--- config.mk ---
export PLATFORM = sky130hd
export DESIGN_NAME = ucode_loader
export DESIGN_NICKNAME = d
export VERILOG_FILES = /design/src/rtl/cpu_pkg.sv /design/src/rtl/ucode_loader_timeout.sv /design/src/rtl/ucode_loader.sv
export SDC_FILE = /design/constraint.sdc
export NUM_CORES = 1
export LEC_CHECK = 0
export CAP_MARGIN = 20
export CORE_MARGIN = 4
export CORE_UTILIZATION = 25
export CTS_CLUSTER_DIAMETER = 200
export DETAILED_ROUTE_END_ITERATION = 8
export MAX_ROUTING_LAYER = met4
export SYNTH_ARGS = -nofsm -noshare
export SYNTH_HDL_FRONTEND = slang
export SYNTH_HIERARCHICAL = 1
export SYNTH_SLANG_ARGS = --single-unit
export TNS_END_PERCENT = 1
--- constraint.sdc ---
create_clock -name i_clk -period 3.2 [get_ports i_clk]
set_clock_uncertainty 0.05 [all_clocks]
set_input_delay 0.32 -clock i_clk [delete_from_list [all_inputs] [get_ports i_clk]]
set_output_delay 0.32 -clock i_clk [all_outputs]
set_load 0.03 [all_outputs]
--- src/rtl/cpu_pkg.sv ---
// Shared CPU definitions: control-store geometry, loader FSM states and the
// frame header sanity check.
package cpu_pkg;

  localparam int unsigned CSTORE_ADDR_W = 11;
  localparam int unsigned CSTORE_WORDS  = 2048;
  localparam int unsigned CTRL_WORD_W   = 16;
  localparam int unsigned BYTE_W        = 8;
  localparam int unsigned FIELD_W       = 16;

  typedef enum logic [3:0] {
    ST_IDLE,
    ST_ADDR_HI,
    ST_ADDR_LO,
    ST_CNT_HI,
    ST_CNT_LO,
    ST_DATA_HI,
    ST_DATA_LO,
    ST_WRITE,
    ST_CHECK
  } ld_state_e;

  // A frame is loadable when it is non-empty and fits entirely in the store.
  function automatic logic frame_ok(input logic [FIELD_W-1:0] addr,
                                    input logic [FIELD_W-1:0] cnt);
    logic [FIELD_W:0] span_end;
    span_end = (FIELD_W+1)'(addr[CSTORE_ADDR_W-1:0]) + (FIELD_W+1)'(cnt);
    return (cnt != '0) &&
           (addr[FIELD_W-1:CSTORE_ADDR_W] == '0) &&
           (span_end <= (FIELD_W+1)'(CSTORE_WORDS));
  endfunction

endpackage

--- src/rtl/ucode_loader_timeout.sv ---
// Idle-cycle watchdog for an open frame; expired_o is high during the cycle in
// which the idle count reaches TIMEOUT_CYCLES.
module ucode_loader_timeout
  import cpu_pkg::*;
#(
  parameter int unsigned TIMEOUT_CYCLES = 65535
) (
  input  logic i_clk,
  input  logic i_reset,
  input  logic clear_i,
  input  logic enable_i,
  output logic expired_o
);

  localparam int unsigned CNT_W = $clog2(TIMEOUT_CYCLES + 1);

  logic [CNT_W-1:0] count_q;
  logic [CNT_W-1:0] count_d;
  logic             expired_q;

  always_comb begin
    count_d = count_q;
    if (clear_i) begin
      count_d = '0;
    end else if (enable_i) begin
      count_d = count_q + CNT_W'(1);
    end
  end

  always_ff @(posedge i_clk) begin
    if (i_reset) begin
      count_q   <= '0;
      expired_q <= 1'b0;
    end else begin
      count_q   <= count_d;
      expired_q <= enable_i && !clear_i && (count_d == CNT_W'(TIMEOUT_CYCLES - 1));
    end
  end

  assign expired_o = expired_q;

endmodule

--- src/rtl/ucode_loader.sv ---
// Microcode loader: parses framed bytes from the host link and writes control
// words into the control store while holding the CPU in reset.
module ucode_loader
  import cpu_pkg::*;
#(
  parameter int unsigned           TIMEOUT_CYCLES = 65535,
  parameter logic [BYTE_W-1:0]     HEADER         = 8'hA5
) (
  input  logic                     i_clk,
  input  logic                     i_reset,
  input  logic [BYTE_W-1:0]        i_rxData,
  input  logic                     i_rxValid,
  output logic                     o_rxReady,
  output logic [CSTORE_ADDR_W-1:0] o_memAddr,
  output logic [CTRL_WORD_W-1:0]   o_memData,
  output logic                     o_memWe,
  output logic                     o_cpuHold,
  output logic                     o_busy,
  output logic                     o_done,
  output logic                     o_error
);

  ld_state_e                state_q;
  logic [FIELD_W-1:0]       addr_q;
  logic [FIELD_W-1:0]       remaining_q;
  logic [BYTE_W-1:0]        data_hi_q;
  logic [BYTE_W-1:0]        sum_q;
  logic                     rx_ready_q;
  logic [CSTORE_ADDR_W-1:0] mem_addr_q;
  logic [CTRL_WORD_W-1:0]   mem_data_q;
  logic                     mem_we_q;
  logic                     cpu_hold_q;
  logic                     busy_q;
  logic                     done_q;
  logic                     error_q;

  logic accept_c;
  logic tmo_expired;

  assign accept_c = i_rxValid && rx_ready_q;

  ucode_loader_timeout #(
    .TIMEOUT_CYCLES(TIMEOUT_CYCLES)
  ) u_timeout (
    .i_clk    (i_clk),
    .i_reset  (i_reset),
    .clear_i  (accept_c || (state_q == ST_IDLE)),
    .enable_i (state_q != ST_IDLE),
    .expired_o(tmo_expired)
  );

  always_ff @(posedge i_clk) begin
    if (i_reset) begin
      state_q     <= ST_IDLE;
      addr_q      <= '0;
      remaining_q <= '0;
      data_hi_q   <= '0;
      sum_q       <= '0;
      rx_ready_q  <= 1'b1;
      mem_addr_q  <= '0;
      mem_data_q  <= '0;
      mem_we_q    <= 1'b0;
      cpu_hold_q  <= 1'b0;
      busy_q      <= 1'b0;
      done_q      <= 1'b0;
      error_q     <= 1'b0;
    end else begin
      mem_we_q <= 1'b0;
      done_q   <= 1'b0;
      error_q  <= 1'b0;
      // Hold is released the cycle after the terminating pulse.
      if (done_q || error_q) begin
        cpu_hold_q <= 1'b0;
      end

      if ((state_q != ST_IDLE) && (state_q != ST_WRITE) && !accept_c && tmo_expired) begin
        error_q <= 1'b1;
        busy_q  <= 1'b0;
        state_q <= ST_IDLE;
      end else begin
        unique case (state_q)
          ST_IDLE: begin
            if (accept_c && (i_rxData == HEADER)) begin
              state_q    <= ST_ADDR_HI;
              busy_q     <= 1'b1;
              cpu_hold_q <= 1'b1;
              sum_q      <= '0;
            end
          end
          ST_ADDR_HI: begin
            if (accept_c) begin
              addr_q[FIELD_W-1:BYTE_W] <= i_rxData;
              state_q                  <= ST_ADDR_LO;
            end
          end
          ST_ADDR_LO: begin
            if (accept_c) begin
              addr_q[BYTE_W-1:0] <= i_rxData;
              state_q            <= ST_CNT_HI;
            end
          end
          ST_CNT_HI: begin
            if (accept_c) begin
              remaining_q[FIELD_W-1:BYTE_W] <= i_rxData;
              state_q                       <= ST_CNT_LO;
            end
          end
          ST_CNT_LO: begin
            if (accept_c) begin
              remaining_q[BYTE_W-1:0] <= i_rxData;
              if (frame_ok(addr_q, {remaining_q[FIELD_W-1:BYTE_W], i_rxData})) begin
                state_q <= ST_DATA_HI;
              end else begin
                error_q <= 1'b1;
                busy_q  <= 1'b0;
                state_q <= ST_IDLE;
              end
            end
          end
          ST_DATA_HI: begin
            if (accept_c) begin
              data_hi_q <= i_rxData;
              sum_q     <= sum_q + i_rxData;
              state_q   <= ST_DATA_LO;
            end
          end
          ST_DATA_LO: begin
            if (accept_c) begin
              sum_q      <= sum_q + i_rxData;
              mem_addr_q <= addr_q[CSTORE_ADDR_W-1:0];
              mem_data_q <= {data_hi_q, i_rxData};
              mem_we_q   <= 1'b1;
              rx_ready_q <= 1'b0;
              state_q    <= ST_WRITE;
            end
          end
          ST_WRITE: begin
            rx_ready_q  <= 1'b1;
            addr_q      <= addr_q + FIELD_W'(1);
            remaining_q <= remaining_q - FIELD_W'(1);
            state_q     <= (remaining_q == FIELD_W'(1)) ? ST_CHECK : ST_DATA_HI;
          end
          ST_CHECK: begin
            if (accept_c) begin
              if (BYTE_W'(sum_q + i_rxData) == '0) begin
                done_q <= 1'b1;
              end else begin
                error_q <= 1'b1;
              end
              busy_q  <= 1'b0;
              state_q <= ST_IDLE;
            end
          end
          default: begin
            busy_q  <= 1'b0;
            state_q <= ST_IDLE;
          end
        endcase
      end
    end
  end

  assign o_rxReady = rx_ready_q;
  assign o_memAddr = mem_addr_q;
  assign o_memData = mem_data_q;
  assign o_memWe   = mem_we_q;
  assign o_cpuHold = cpu_hold_q;
  assign o_busy    = busy_q;
  assign o_done    = done_q;
  assign o_error   = error_q;

endmodule
-- Word level (Yosys, flattened, before mapping)
Cells that the tools add are included.
- input port bits: 11
- logic and storage cells: 128
- flip-flop bits (word level): 102
- output and inout bits: 33
- add/sub/neg operators: 5
- eq/ne operators: 22
- reduce and logical (&&, ||, !) cells: 39
- magnitude comparators: 1
- muxes and demuxes: 39
- bitwise gates (word level): 5
- operators by type and width (cell ; count):
    $pmux W8 S2 ; 5
    $mux W4 ; 9
    $pmux W4 S9 ; 1
    $add A16 B1 Y16 const B ; 2
    $mux W16 ; 2
    $mux W8 ; 3
    $reduce_and A3 Y1 ; 7
    $add A11 B16 Y17 ; 1
    $le A17 B12 Y1 const B ; 1
    $eq A16 B1 Y1 const B ; 1
    $eq A16 B16 Y1 const B ; 1
    $eq A4 B3 Y1 const B ; 4
    $ne A2 B2 Y1 const B ; 8
    $reduce_bool A16 Y1 ; 1
    $sub A16 B1 Y16 const B ; 1
    $mux W1 ; 15
    $reduce_bool A2 Y1 ; 6
    $logic_and A1 B1 Y1 ; 9
    $add A8 B8 Y8 ; 1
    $eq A4 B2 Y1 const B ; 2
    $eq A8 B8 Y1 const B ; 1
    $logic_not A8 Y1 ; 1
    $reduce_and A8 Y1 ; 1
    $reduce_or A6 Y1 ; 1
    18 further kinds ; 27

-- Longest topological paths before layout
Gate-level depths: netlist (run 1).
- depth in word-level cells: 7
- mapped depth: 10
- mapped depth without buffers: 9

-- By module
Netlist (run 1), hierarchy kept.
- by module, submodules not included (module ; seq. area each (um2) ; area an instance (um2) ; cells each ; times used):
    ucode_loader ; 1701.6 ; 5107.4 ; 684 ; 1
    ucode_loader_timeout ; 340.3 ; 870.8 ; 101 ; 1

-- Worst setup path before layout (run 1)
OpenSTA, ideal clock, no wires.
- kind: reg2reg
- from: register addr_q[0]
- to: register error_q, in the netlist o_error
- stages on the path, launching flop included: 9
- arrival time: 2.626 ns
- library setup time: 0.124 ns
- data required time: 3.026 ns
- setup slack: 0.400 ns
- buffers on the path: 0
- period minus slack after synthesis: 2.800 ns
- path through: dfxtp_1 > ha_1 > fa_1 > or4_1 > a2111oi_0 > nand4b_1 > a2111oi_2 > or2_2 > a31oi_1
- word-level cells in the longest chain between the ends: 7
- ends and longest elaborated chain (item ; line ; RTL):
    start: declaration ; ucode_loader.sv:24 ; logic [FIELD_W-1:0] addr_q;
    start signal: indexed assignment ; ucode_loader.sv:92 ; addr_q[FIELD_W-1:BYTE_W] <= i_rxData;
    start signal: indexed assignment ; ucode_loader.sv:98 ; addr_q[BYTE_W-1:0] <= i_rxData;
    start signal: assignment ; ucode_loader.sv:139 ; addr_q <= addr_q + FIELD_W'(1);
    $add A11 B16 Y17 ; cpu_pkg.sv:27 ; span_end = (FIELD_W+1)'(addr[CSTORE_ADDR_W-1:0]) + (FIELD_W+1)'(cnt);
    $le A17 B12 Y1 ; cpu_pkg.sv:30 ; (span_end <= (FIELD_W+1)'(CSTORE_WORDS));
    $logic_and A1 B1 Y1 ; cpu_pkg.sv:29 ; (addr[FIELD_W-1:CSTORE_ADDR_W] == '0) &&
    $mux W1 ; ucode_loader.sv:111 ; if (frame_ok(addr_q, {remaining_q[FIELD_W-1:BYTE_W], i_rxData})) begin
    $mux W1 ; ucode_loader.sv:109 ; if (accept_c) begin
    $pmux W1 S2 ; ucode_loader.sv:81 ; unique case (state_q)
    $mux W1 ; ucode_loader.sv:76 ; if ((state_q != ST_IDLE) && (state_q != ST_WRITE) && !accept_c && tmo_expired) begin
    end signal: assignment ; ucode_loader.sv:70 ; error_q <= 1'b0;
    end signal: assignment ; ucode_loader.sv:77 ; error_q <= 1'b1;
    end signal: assignment ; ucode_loader.sv:114 ; error_q <= 1'b1;
    end: declaration ; ucode_loader.sv:35 ; logic error_q;
Every way passes these cells.
A chain may end at the register's enable or synchronous reset.

-- Worst setup path in the final report (run 1)
- from: input port i_rxData[0]
- to: register state_q[0]
- word-level cells in the longest chain between the ends: 6
- elaborated cells on any way between the ends: 12
- those cells by class: 1 x add/sub; 1 x order compare; 2 x eq/ne; 3 x mux; 5 x reduce/logical
- ends and longest elaborated chain (item ; line ; RTL):
    start: declaration ; ucode_loader.sv:11 ; input logic [BYTE_W-1:0] i_rxData,
    $add A11 B16 Y17 / $reduce_bool A16 Y1 (equally long branches) ; cpu_pkg.sv:27, cpu_pkg.sv:28 ;
    $le A17 B12 Y1 / $logic_and A1 B1 Y1 (equally long branches) ; cpu_pkg.sv:30, cpu_pkg.sv:28 ;
    $logic_and A1 B1 Y1 ; cpu_pkg.sv:29 ;
    $mux W3 ; ucode_loader.sv:111 ;
    $mux W4 ; ucode_loader.sv:109 ;
    $pmux W4 S9 ; ucode_loader.sv:81 ;
    end signal: assignment ; ucode_loader.sv:141 ; state_q <= (remaining_q == FIELD_W'(1)) ? ST_CHECK : ST_DATA_HI;
    end: declaration ; ucode_loader.sv:23 ; ld_state_e state_q;
Parallel ways exist; a longest one is shown, timed or not. The select of a mux whose other input is x is not followed.

==> results of run 1 <==
==> worst max path at each step <==
stage	startpoint	to	slack [ns]	cells past startpoint
floorplan	addr_q[0]$_SDFFE_PP0P_	o_error$_SDFF_PP0_	0.40	8
CTS	i_rxData[0]	state_q[0]$_SDFFE_PP0P_	0.14	10
global route	i_rxData[0]	state_q[0]$_SDFFE_PP0P_	0.008	12
global placement	i_rxData[0]	o_error$_SDFF_PP0_	-0.18	10
detailed placement	i_rxData[0]	state_q[0]$_SDFFE_PP0P_	-0.23	10
finish	i_rxData[0]	state_q[0]$_SDFFE_PP0P_	0.16	10
==> placed cells by master (no fill, tap or decap), drive strengths merged, types with 3 or more instances in the layout <==
cell type | synthesis | layout
nand2 | 121 | 121
nor2 | 102 | 102
dfxtp | 102 | 102
a21oi | 63 | 63
buf | 8 | 55
o21ai | 49 | 49
clkdlybuf4s50 | 0 | 42
nor3 | 29 | 29
a22oi | 22 | 22
ha | 22 | 22
nand3 | 21 | 21
inv | 13 | 15
xnor2 | 13 | 13
nand2b | 12 | 12
mux2i | 12 | 12
nor4 | 11 | 11
xor2 | 10 | 10
a211oi | 10 | 10
clkbuf | 34 | 10
and3 | 9 | 9
nand4 | 9 | 9
o31ai | 8 | 8
or3 | 8 | 8
or4 | 8 | 8
nand3b | 6 | 6
nor3b | 5 | 5
o21a | 5 | 5
a31oi | 5 | 5
nor2b | 5 | 5
o21bai | 5 | 5
a21o | 4 | 4
a2111oi | 4 | 4
and2 | 3 | 3
nand4b | 3 | 3
o311ai | 3 | 3
==> layout make-up <==
cell class / count / area share, %
timing repair buffer: 97 / 11.5
clock inverter: 5 / 0.785
tap: 319 / 5.44
multi-input combinational: 627 / 50.6
inverter: 13 / 0.666
sequential: 102 / 27.8
clock buffer: 10 / 3.12
==> routing by layer <==
layer,share of wire (%),up-vias
met5,0,-
met4,2.1,0
met3,3.5,25
met2,47,134
met1,48,2757
li1,-,2955
==> repair_timing <==
action,in CTS,in global routing
hold endpoints to repair,0,0
setup endpoints to repair,0,4
resized for setup,0,3
hold buffers,0,0
==> logic make-up after synthesis <==
| family | count (synthesis) | synth area share [%] |
|---|---|---|
| compound gates | 207 | 22.2 |
| xor+xnor | 23 | 3.37 |
| fa+ha+maj | 24 | 5.27 |
| buf+inv | 56 | 4.06 |
| flops | 102 | 34.2 |
| mux | 13 | 2.20 |
| simple gates | 360 | 28.7 |
==> state kept, by name (all words and copies together) (netlist names) <==
register	flops
o_memAddr	11
o_rxReady	1
o_error	1
o_done	1
o_cpuHold	1
u_timeout/expired_o	1
o_memData	16
sum_q	8
o_memWe	1
state_q	4
data_hi_q	8
u_timeout/count_q	16
remaining_q	16
o_busy	1
addr_q	16
==> critical path: cells and delay by family <==
kind	cells	cell delay (ns)
AO/OA/AOI/OAI	4	0.94
adder cells (fa/ha/maj)	2	0.61
buffers and inverters	2	0.66
AND/OR/NAND/NOR	2	0.76
==> through the flow <==
step	total power (uW)	std cells	util, %
5_1_grt	3510	1173	31.2
2_1_floorplan	1970	785	-
3_3_place_gp	2220	1158	29.9
4_1_cts	3340	1173	31.2
3_5_place_dp	2220	1158	29.9
6_report	3320	1173	31.2
==> power by group through the flow <==
stage / combinational (uW) / clock (uW) / sequential (uW)
floorplan: 568 / 0 / 1400
global placement: 789 / 0 / 1430
detailed placement: 795 / 0 / 1430
CTS: 802 / 1140 / 1400
global route: 910 / 1190 / 1410
finish: 813 / 1100 / 1400
==> summary.txt, run 1 <==
Global routing
  – Busiest grt layer: met2
  – M3 GR Usage: 2.20%
  – Total gr overflow: 0
  – Met1 Track Usage GR: roughly 18%
  – GR met2 Demand/Resource: a little over a fifth
  – Largest net degree at the start of global routing: 80
  – First-pass GRT wire length: about 28 mm
  – Antenna violations before repair: 0
  – Gr usage total: 13.5%
  – Vias in the first global route: 5482

Synth
  – Flops & latches, synth: 102
  – Synth top area share: about a third
  – Ys flop type: dfxtp_1
  – YS warnings: 6
  – Sequential share of the synthesized area: between 30% and 40%
  – Most instantiated cells after synthesis: 121 x nand2_1, 102 x dfxtp_1, 102 x nor2_1
  – Syn_nets: between 800 and 900
  – Avg Cell Area, Syn: between 7 and 8 um2
  – Post-synth EDFFs: 0
  – Cell variety after synth: 74
  – Largest area contributor in the netlist: dfxtp_1
  – Synth top area cells: dfxtp_1 34%, nand2_1 7.6%, nor2_1 6.4%
  – Cell area after synthesis: 5980 um2
  – Cells after Synth: 785
  – Async S/R FF share, synth: 0%
  – Top-count cell post-synth: nand2_1

Pwr
  – Clk pwr share: between 30% and 40%
  – Worst VDD drop: 0.000272 V
  – Internal Power: 2270 uW
  – Comb power frac: between 20 and 25%
  – Sw Share: 31.5%
  – Power Dens Cells: 452 nW/um2
  – Sequential share of power: 42.2%
  – Sw Pwr: 1050 uW
  – Leakage power: between 0.002 and 0.003 uW

Clocking
  – Setup Buffers After CTS: 0
  – Clk root buf: clkbuf_16
  – CTS buffer count: 9
  – Max Root-Sink Buffers: 2
  – Clock slew at reported path FFs: ~0.07 ns
  – Worst skew pair latency: between 0.3 and 0.4 ns
  – Clk sink count: between 100 and 150
  – H-tree Lvls: 3
  – CTS tree: done

Hold path
  – WHS Path Cells: 2
  – Worst hold path startpoint: i_reset
  – Hold endpoint: u_timeout/count_q[15]$_SDFF_PP0_
  – Min-delay worst type: in2reg

Detailed routing
  – DRT iter0 DRCs: 495
  – WL/cell: between 10 and 15 um
  – Via density: 5.01
  – Via count: 5871
  – Post-route ant nets: 0
  – Final WL: between 15 and 20 mm
  – Residual DRC: 0
  – DR pass1 iterations: 6

Timing
  – Tmin final: slightly above 3 ns
  – Final hold vios: 0
  – RSZ-0062 raised after global routing: no
  – Worst slew pin tran: ~0.84 ns
  – PnR worst setup slack: around 0.16 ns
  – FMAX: about 0.33 GHz
  – Fin crit share: 95.1%
  – Slew Limit Fails: 0
  – Number of setup violations in the final report: 0
  – Fin Hold WS: 0.202 ns
  – Setup_tns: 0 ns
  – Relative slew slack: 43.9%

Final layout
  – Filler cell count: 2547
  – Multi-input gate area: 3710 um2
  – Post-route cell area: between 7000 and 8000 um2
  – Layout cell share with drive strength beyond 1: about 10%
  – Layout Area Growth over Synthesis: 22.6%
  – Net count, final: around 890
  – Register area: roughly 2000 um2
  – Antenna diodes: 0

Critical path
  – Critical path peak fanout: 3
  – Cell Chain, Critical Path: clkdlybuf4s50_1 -> ha_1 -> fa_1 -> or4_1 -> a2111oi_1 -> nand4b_1 -> a2111oi_4 -> buf_4 -> o211a_1 -> a211o_1
  – CP startpoint kind: primary input
  – Critical path's slowest cell: or4_1
  – Worst stage delay on the critical path: ~0.56 ns
  – Crit path kind: in2reg
  – Worst path arrival time: 3.29 ns
  – Crit Reg-Reg Endpoint: state_q[0]$_SDFFE_PP0P_
  – Reg2Reg Depth: 9
  – FF-to-FF Start: addr_q[0]$_SDFFE_PP0P_
  – Worst Setup End Kind: register
  – Flop2flop setup slack: 0.28 ns
  – Critical path required time: ~3.5 ns

Floorplan
  – Die height: between 150 and 200 um
  – Die Width: between 150 and 200 um
  – Cell Rows: 56
  – Die Area: 26500 um2
  – Initial Util: about 25%
  – Core box area: roughly 23000 um2
  – I/O Pins: 44

Outcome
  – Status: finished, final reports clean

Place
  – IO buf count: 43
  – Final HPWL DP: 12.5 mm
  – Placement Cell Area: ~7000 um2
  – Final Wtd Congestion: about 0.90
  – Dpl ws: -0.226 ns

Run
  – Max-cap violations: 0
(Power assumes the default switching activity.)
==> run 2, diff against run 1 <==
--- a/config.mk
+++ b/config.mk
@@ -8,7 +8,6 @@
 export CAP_MARGIN = 20
 export CORE_MARGIN = 4
 export CORE_UTILIZATION = 25
-export CTS_CLUSTER_DIAMETER = 200
 export DETAILED_ROUTE_END_ITERATION = 8
 export MAX_ROUTING_LAYER = met4
 export SYNTH_ARGS = -nofsm -noshare
==> constraint.sdc (replaced) <==
create_clock -name i_clk -period 3.15 [get_ports i_clk]
set_clock_uncertainty 0.05 [all_clocks]
set_input_delay 0.315 -clock i_clk [delete_from_list [all_inputs] [get_ports i_clk]]
set_output_delay 0.315 -clock i_clk [all_outputs]
set_load 0.03 [all_outputs]
==> summary.txt, run 2 (same netlist as run 1, synthesis figures left out) <==
Global routing
  – Largest net degree at the start of global routing: between 60 and 70
  – Antenna violations before repair: 0
  – Gr usage total: between 10% and 20%
  – First-pass GRT wire length: about 28 mm
  – M3 GR Usage: under 10%
  – Vias in the first global route: between 5k and 6k
  – Met1 Track Usage GR: between 10% and 20%
  – Busiest grt layer: met2
  – Total gr overflow: 0
  – GR met2 Demand/Resource: between 20% and 30%

Critical path
  – Critical path's slowest cell: or4_1
  – Worst Setup End Kind: register
  – Critical path peak fanout: 3
  – Reg2Reg Depth: 9
  – Worst path arrival time: 3.23 ns
  – CP startpoint kind: primary input
  – Flop2flop setup slack: roughly 0.27 ns
  – Worst stage delay on the critical path: 0.57 ns
  – Critical path required time: between 3 and 4 ns
  – Cell Chain, Critical Path: clkdlybuf4s50_1 -> ha_1 -> fa_1 -> or4_1 -> a2111oi_2 -> nand4b_1 -> a2111oi_2 -> buf_4 -> o211a_1 -> a211o_1
  – FF-to-FF Start: addr_q[0]$_SDFFE_PP0P_
  – Crit path kind: in2reg
  – Crit Reg-Reg Endpoint: state_q[0]$_SDFFE_PP0P_
  – Most used cell, CP: a2111oi_2

Detailed routing
  – WL/cell: about 15 um
  – Final WL: 17.4 mm
  – Post-route ant nets: 0
  – DRT iter0 DRCs: around 510
  – DR pass1 iterations: 6
  – Residual DRC: 0
  – Via count: about 5.9k
  – Via density: ~5

Hold path
  – Worst hold path startpoint: i_reset
  – Hold endpoint: sum_q[5]$_SDFFE_PP0P_
  – Min-delay worst type: in2reg
  – WHS Path Cells: 2

Floorplan
  – Die height: roughly 160 um
  – Initial Util: 25.5%
  – Die Width: ~160 um
  – I/O Pins: between 40 and 50
  – Die Area: 26500 um2
  – Core box area: between 20000 and 25000 um2
  – Cell Rows: 56

Place
  – Final HPWL DP: approximately 13 mm
  – Placed Cells: 1162
  – Dpl ws: -0.254 ns
  – IO buf count: 43
  – Placement Cell Area: between 7000 and 8000 um2
  – Final Wtd Congestion: 0.886

Clocking
  – Setup Buffers After CTS: 0
  – CTS Hold Bufs: 0
  – Max Root-Sink Buffers: 2
  – Clock slew at reported path FFs: roughly 0.070 ns
  – CTS buffer count: 9
  – Worst skew pair latency: 0.35 ns
  – CTS tree: done
  – Clk root buf: clkbuf_16
  – Clk sink count: 102
  – H-tree Lvls: 3

Timing
  – Final hold vios: 0
  – Worst slew pin tran: ~0.66 ns
  – Relative slew slack: 56.2%
  – Fin Hold WS: around 0.36 ns
  – PnR worst setup slack: between 0.15 and 0.2 ns
  – Slew Limit Fails: 0
  – Tmin final: around 3 ns
  – Number of setup violations in the final report: 0
  – Fin crit share: 94.8%
  – FMAX: 0.335 GHz

Pwr
  – Leakage power: approximately 0.0026 uW
  – Post-route total power: about 3400 uW
  – Power Dens Cells: around 460 nW/um2
  – Worst VDD drop: slightly below 0.0003 V

Final layout
  – Antenna diodes: 0
  – Layout cell share with drive strength beyond 1: between 10 and 15%
  – Register area: just over 2000 um2
  – Net count, final: approximately 890
  – Layout Area Growth over Synthesis: 23.4%
  – Leading cell type in the layout, fill and taps excluded: nand2_1
  – Commonest cells after routing, fill and taps aside: 121 x nand2_1, 102 x nor2_1, 102 x dfxtp_1
  – Multi-input gate area: ~3700 um2
  – Final std cells w/o fill: 1178
  – Post-route cell area: 7380 um2
  – Filler cell count: between 2k and 3k

Run
  – Max-cap violations: 0

Outcome
  – Status: finished, final reports clean
-- run 2: per-layer routing --
metal	part of all wire (%)	vias up	routed length, um
li1	-	2961	-
met1	47	2799	8170
met2	47	120	8250
met3	3.4	30	585
met4	2.3	0	397
met5	0	-	0
-- run 2: stage by stage --
stage	TNS, ns	util (%)
2_1_floorplan	0	-
3_3_place_gp	-0.828	30.1
3_5_place_dp	-0.982	30.1
4_1_cts	0	31.4
5_1_grt	-0.0563	31.4
6_report	0	31.4
-- run 2: critical path: cells and delay by family --
| kind | cells | cell delay (ns) |
|---|---|---|
| AO/OA/AOI/OAI | 4 | 0.92 |
| AND/OR/NAND/NOR | 2 | 0.74 |
| adder cells (fa/ha/maj) | 2 | 0.65 |
| buffers and inverters | 2 | 0.60 |
-- run 2: power by group --
group	internal (uW)	switching, uW	leakage (uW)
combinational	360	494	0.00164
sequential	1340	63.8	0.000823
clock	647	516	0.000144
-- run 2: how the worst max path moves through the flow --
stage | start | to | slack, ns | depth (start not counted)
after floorplan | addr_q[0]$_SDFFE_PP0P_ | o_error$_SDFF_PP0_ | 0.35 | 8
after global placement | i_rxData[0] | o_error$_SDFF_PP0_ | -0.23 | 10
after detailed placement | i_rxData[0] | state_q[0]$_SDFFE_PP0P_ | -0.25 | 10
after CTS | i_rxData[0] | state_q[0]$_SDFFE_PP0P_ | 0.12 | 10
after global routing | i_rxData[0] | state_q[0]$_SDFFE_PP0P_ | -0.03 | 10
final | i_rxData[0] | state_q[0]$_SDFFE_PP0P_ | 0.16 | 10
-- run 2: cell type report --
type / count / share of cell area (%)
inverters: 13 / 0.662
multi-input cells: 627 / 50.2
repair buffers: 101 / 11.8
clock inverters: 5 / 0.882
flip-flops and latches: 102 / 27.7
well taps: 319 / 5.41
clock buffers: 11 / 3.29
-- run 2: what timing repair did --
| action | in CTS | in global routing |
|---|---|---|
| endpoints found under the setup margin | 0 | 4 |
| hold endpoints to repair | 0 | 0 |
| gates resized for setup | 0 | 3 |
==> run 3, diff against run 2 <==
--- a/config.mk
+++ b/config.mk
@@ -10,6 +10,7 @@
 export CORE_UTILIZATION = 25
 export DETAILED_ROUTE_END_ITERATION = 8
 export MAX_ROUTING_LAYER = met4
+export SETUP_SLACK_MARGIN = 0.4
 export SYNTH_ARGS = -nofsm -noshare
 export SYNTH_HDL_FRONTEND = slang
 export SYNTH_HIERARCHICAL = 1
==> summary.txt, run 3 (same netlist as run 1, synthesis figures left out) <==
Clocking
  – Max Root-Sink Buffers: 2
  – Worst skew pair latency: 0.36 ns
  – CTS buffer count: 9
  – Clk sink count: 102
  – H-tree Lvls: 3
  – CTS Hold Bufs: 0
  – Clk root buf: clkbuf_16
  – Clock slew at reported path FFs: roughly 0.070 ns
  – CTS tree: done

Outcome
  – Status: finished, final reports clean

Final layout
  – Leading cell type in the layout, fill and taps excluded: nand2_1
  – Post-route cell area: 7530 um2
  – Layout cell share with drive strength beyond 1: 12.5%
  – Register area: slightly above 2000 um2
  – Antenna diodes: 0
  – Filler cell count: ~2.5k
  – Multi-input gate area: 3830 um2
  – Layout Area Growth over Synthesis: 25.9%
  – Fin util: between 30% and 40%
  – Commonest cells after routing, fill and taps aside: 121 x nand2_1, 102 x nor2_1, 101 x dfxtp_1
  – Net count, final: 892

Detailed routing
  – DRT iter0 DRCs: around 530
  – WL/cell: between 10 and 15 um
  – Final WL: about 18 mm
  – Post-route ant nets: 0
  – Via count: about 6k
  – Residual DRC: 0
  – DR pass1 iterations: 5
  – Via density: 5.08

Timing
  – Number of setup violations in the final report: 0
  – Worst slew pin tran: roughly 0.86 ns
  – Final hold vios: 0
  – Slew Limit Fails: 0
  – Fin Hold WS: 0.131 ns
  – RSZ-0062 raised after global routing: yes
  – Relative slew slack: 42.5%
  – Fin crit share: between 80% and 90%
  – FMAX: between 0.3 and 0.4 GHz
  – Tmin final: ~2.7 ns

Floorplan
  – Die height: approximately 160 um
  – Initial Util: 25.5%
  – I/O Pins: between 40 and 50
  – Core box area: 23500 um2
  – Cell Rows: 56
  – Die Width: about 160 um
  – Die Area: 26500 um2

Place
  – Final Wtd Congestion: approximately 0.9
  – Final HPWL DP: between 10 and 15 mm
  – IO buf count: between 40 and 50
  – Placement Cell Area: approximately 7100 um2

Global routing
  – Antenna violations before repair: 0
  – Gr usage total: 13.8%
  – Vias in the first global route: roughly 5.5k
  – Largest net degree at the start of global routing: between 80 and 90
  – Total gr overflow: 0
  – First-pass GRT wire length: approximately 29 mm

Run
  – Max-cap violations: 0

Critical path
  – Reg2Reg Depth: 11
  – Crit path kind: in2reg
  – Flop2flop setup slack: between 0.4 and 0.5 ns
  – Critical path required time: approximately 3.4 ns
  – Crit Reg-Reg Endpoint: state_q[0]$_SDFFE_PP0P_
  – Worst path arrival time: slightly below 3 ns
  – FF-to-FF Start: addr_q[0]$_SDFFE_PP0P_
  – Worst Setup End Kind: register
  – Critical path peak fanout: 6
  – CP startpoint kind: primary input

Hold path
  – Min-delay worst type: in2reg
  – Worst hold path startpoint: i_reset
  – Hold endpoint: u_timeout/count_q[15]$_SDFF_PP0_
  – WHS Path Cells: 2

Pwr
  – Worst VDD drop: 0.000250 V
  – Leakage power: 0.00265 uW
  – Power Dens Cells: around 470 nW/um2
==> run 3: cell types whose count changed in the layout (fill, tap and decap cells not counted), moves of 3 or more <==
cell,delta
clkdlybuf4s50_1,-3
dlygate4sd2_1,+3
ha_1,-3
ha_4,+3
inv_6,+3
==> run 3: cell type report <==
type | count | share of cell area (%)
clock buffer | 10 | 3.18
timing repair buffer | 104 | 11.9
tap | 319 | 5.30
multi-input combinational | 627 | 50.8
clock inverter | 6 | 0.981
sequential | 102 | 27.1
inverter | 13 | 0.648
==> run 3: repair_timing <==
| item | CTS | global route |
|---|---|---|
| resized for setup | 18 | 10 |
| endpoints found under the hold margin | 0 | 0 |
| setup endpoints to repair | 5 | 12 |
| buffers inserted | 1 | 0 |
| pin swaps | 7 | 0 |
==> run 3: worst max-delay path by stage <==
stage | from | end | slack, ns
detailed placement | i_rxData[0] | state_q[0]$_SDFFE_PP0P_ | -0.27
floorplan | addr_q[0]$_SDFFE_PP0P_ | o_error$_SDFF_PP0_ | 0.42
CTS | i_rxData[4] | state_q[0]$_SDFFE_PP0P_ | 0.41
finish | i_rxData[2] | state_q[0]$_SDFFE_PP0P_ | 0.42
global placement | i_rxData[0] | state_q[0]$_SDFFE_PP0P_ | -0.22
global route | addr_q[0]$_SDFFE_PP0P_ | state_q[0]$_SDFFE_PP0P_ | 0.29
==> run 3: per-layer routing <==
layer | GRT usage, % | share of wire [%] | vias up
li1 | - | - | 2978
met3 | 2.83 | 4.8 | 15
met2 | 21.0 | 46 | 141
met4 | 3.51 | 1.6 | 0
met5 | - | 0 | -
met1 | 18.8 | 47 | 2868
==> run 3: critical path: stages <==
cell and delay, ns:
clkdlybuf4s50_1 0.48, buf_4 0.22, or4_1 0.46, or3_1 0.34, o311ai_2 0.24, or3_4 0.19
a22oi_1 0.08, buf_4 0.16, o211a_1 0.20, a211o_1 0.25
==> run 3: metrics by stage <==
| step | std cells | power [uW] | setup slack, ns | TNS, ns |
|---|---|---|---|---|
| 2_1_floorplan | 785 | 2000 | 0.421 | 0 |
| 3_3_place_gp | 1164 | 2270 | -0.216 | -0.778 |
| 3_5_place_dp | 1164 | 2280 | -0.273 | -1.05 |
| 4_1_cts | 1181 | 3490 | 0.405 | 0 |
| 5_1_grt | 1181 | 3680 | 0.287 | 0 |
| 6_report | 1181 | 3500 | 0.420 | 0 |
==> run 3: where the power goes <==
group,switching [uW],internal [uW]
Combinational,495,387
Clock,540,652
Sequential,88.6,1340
Total,1120,2380
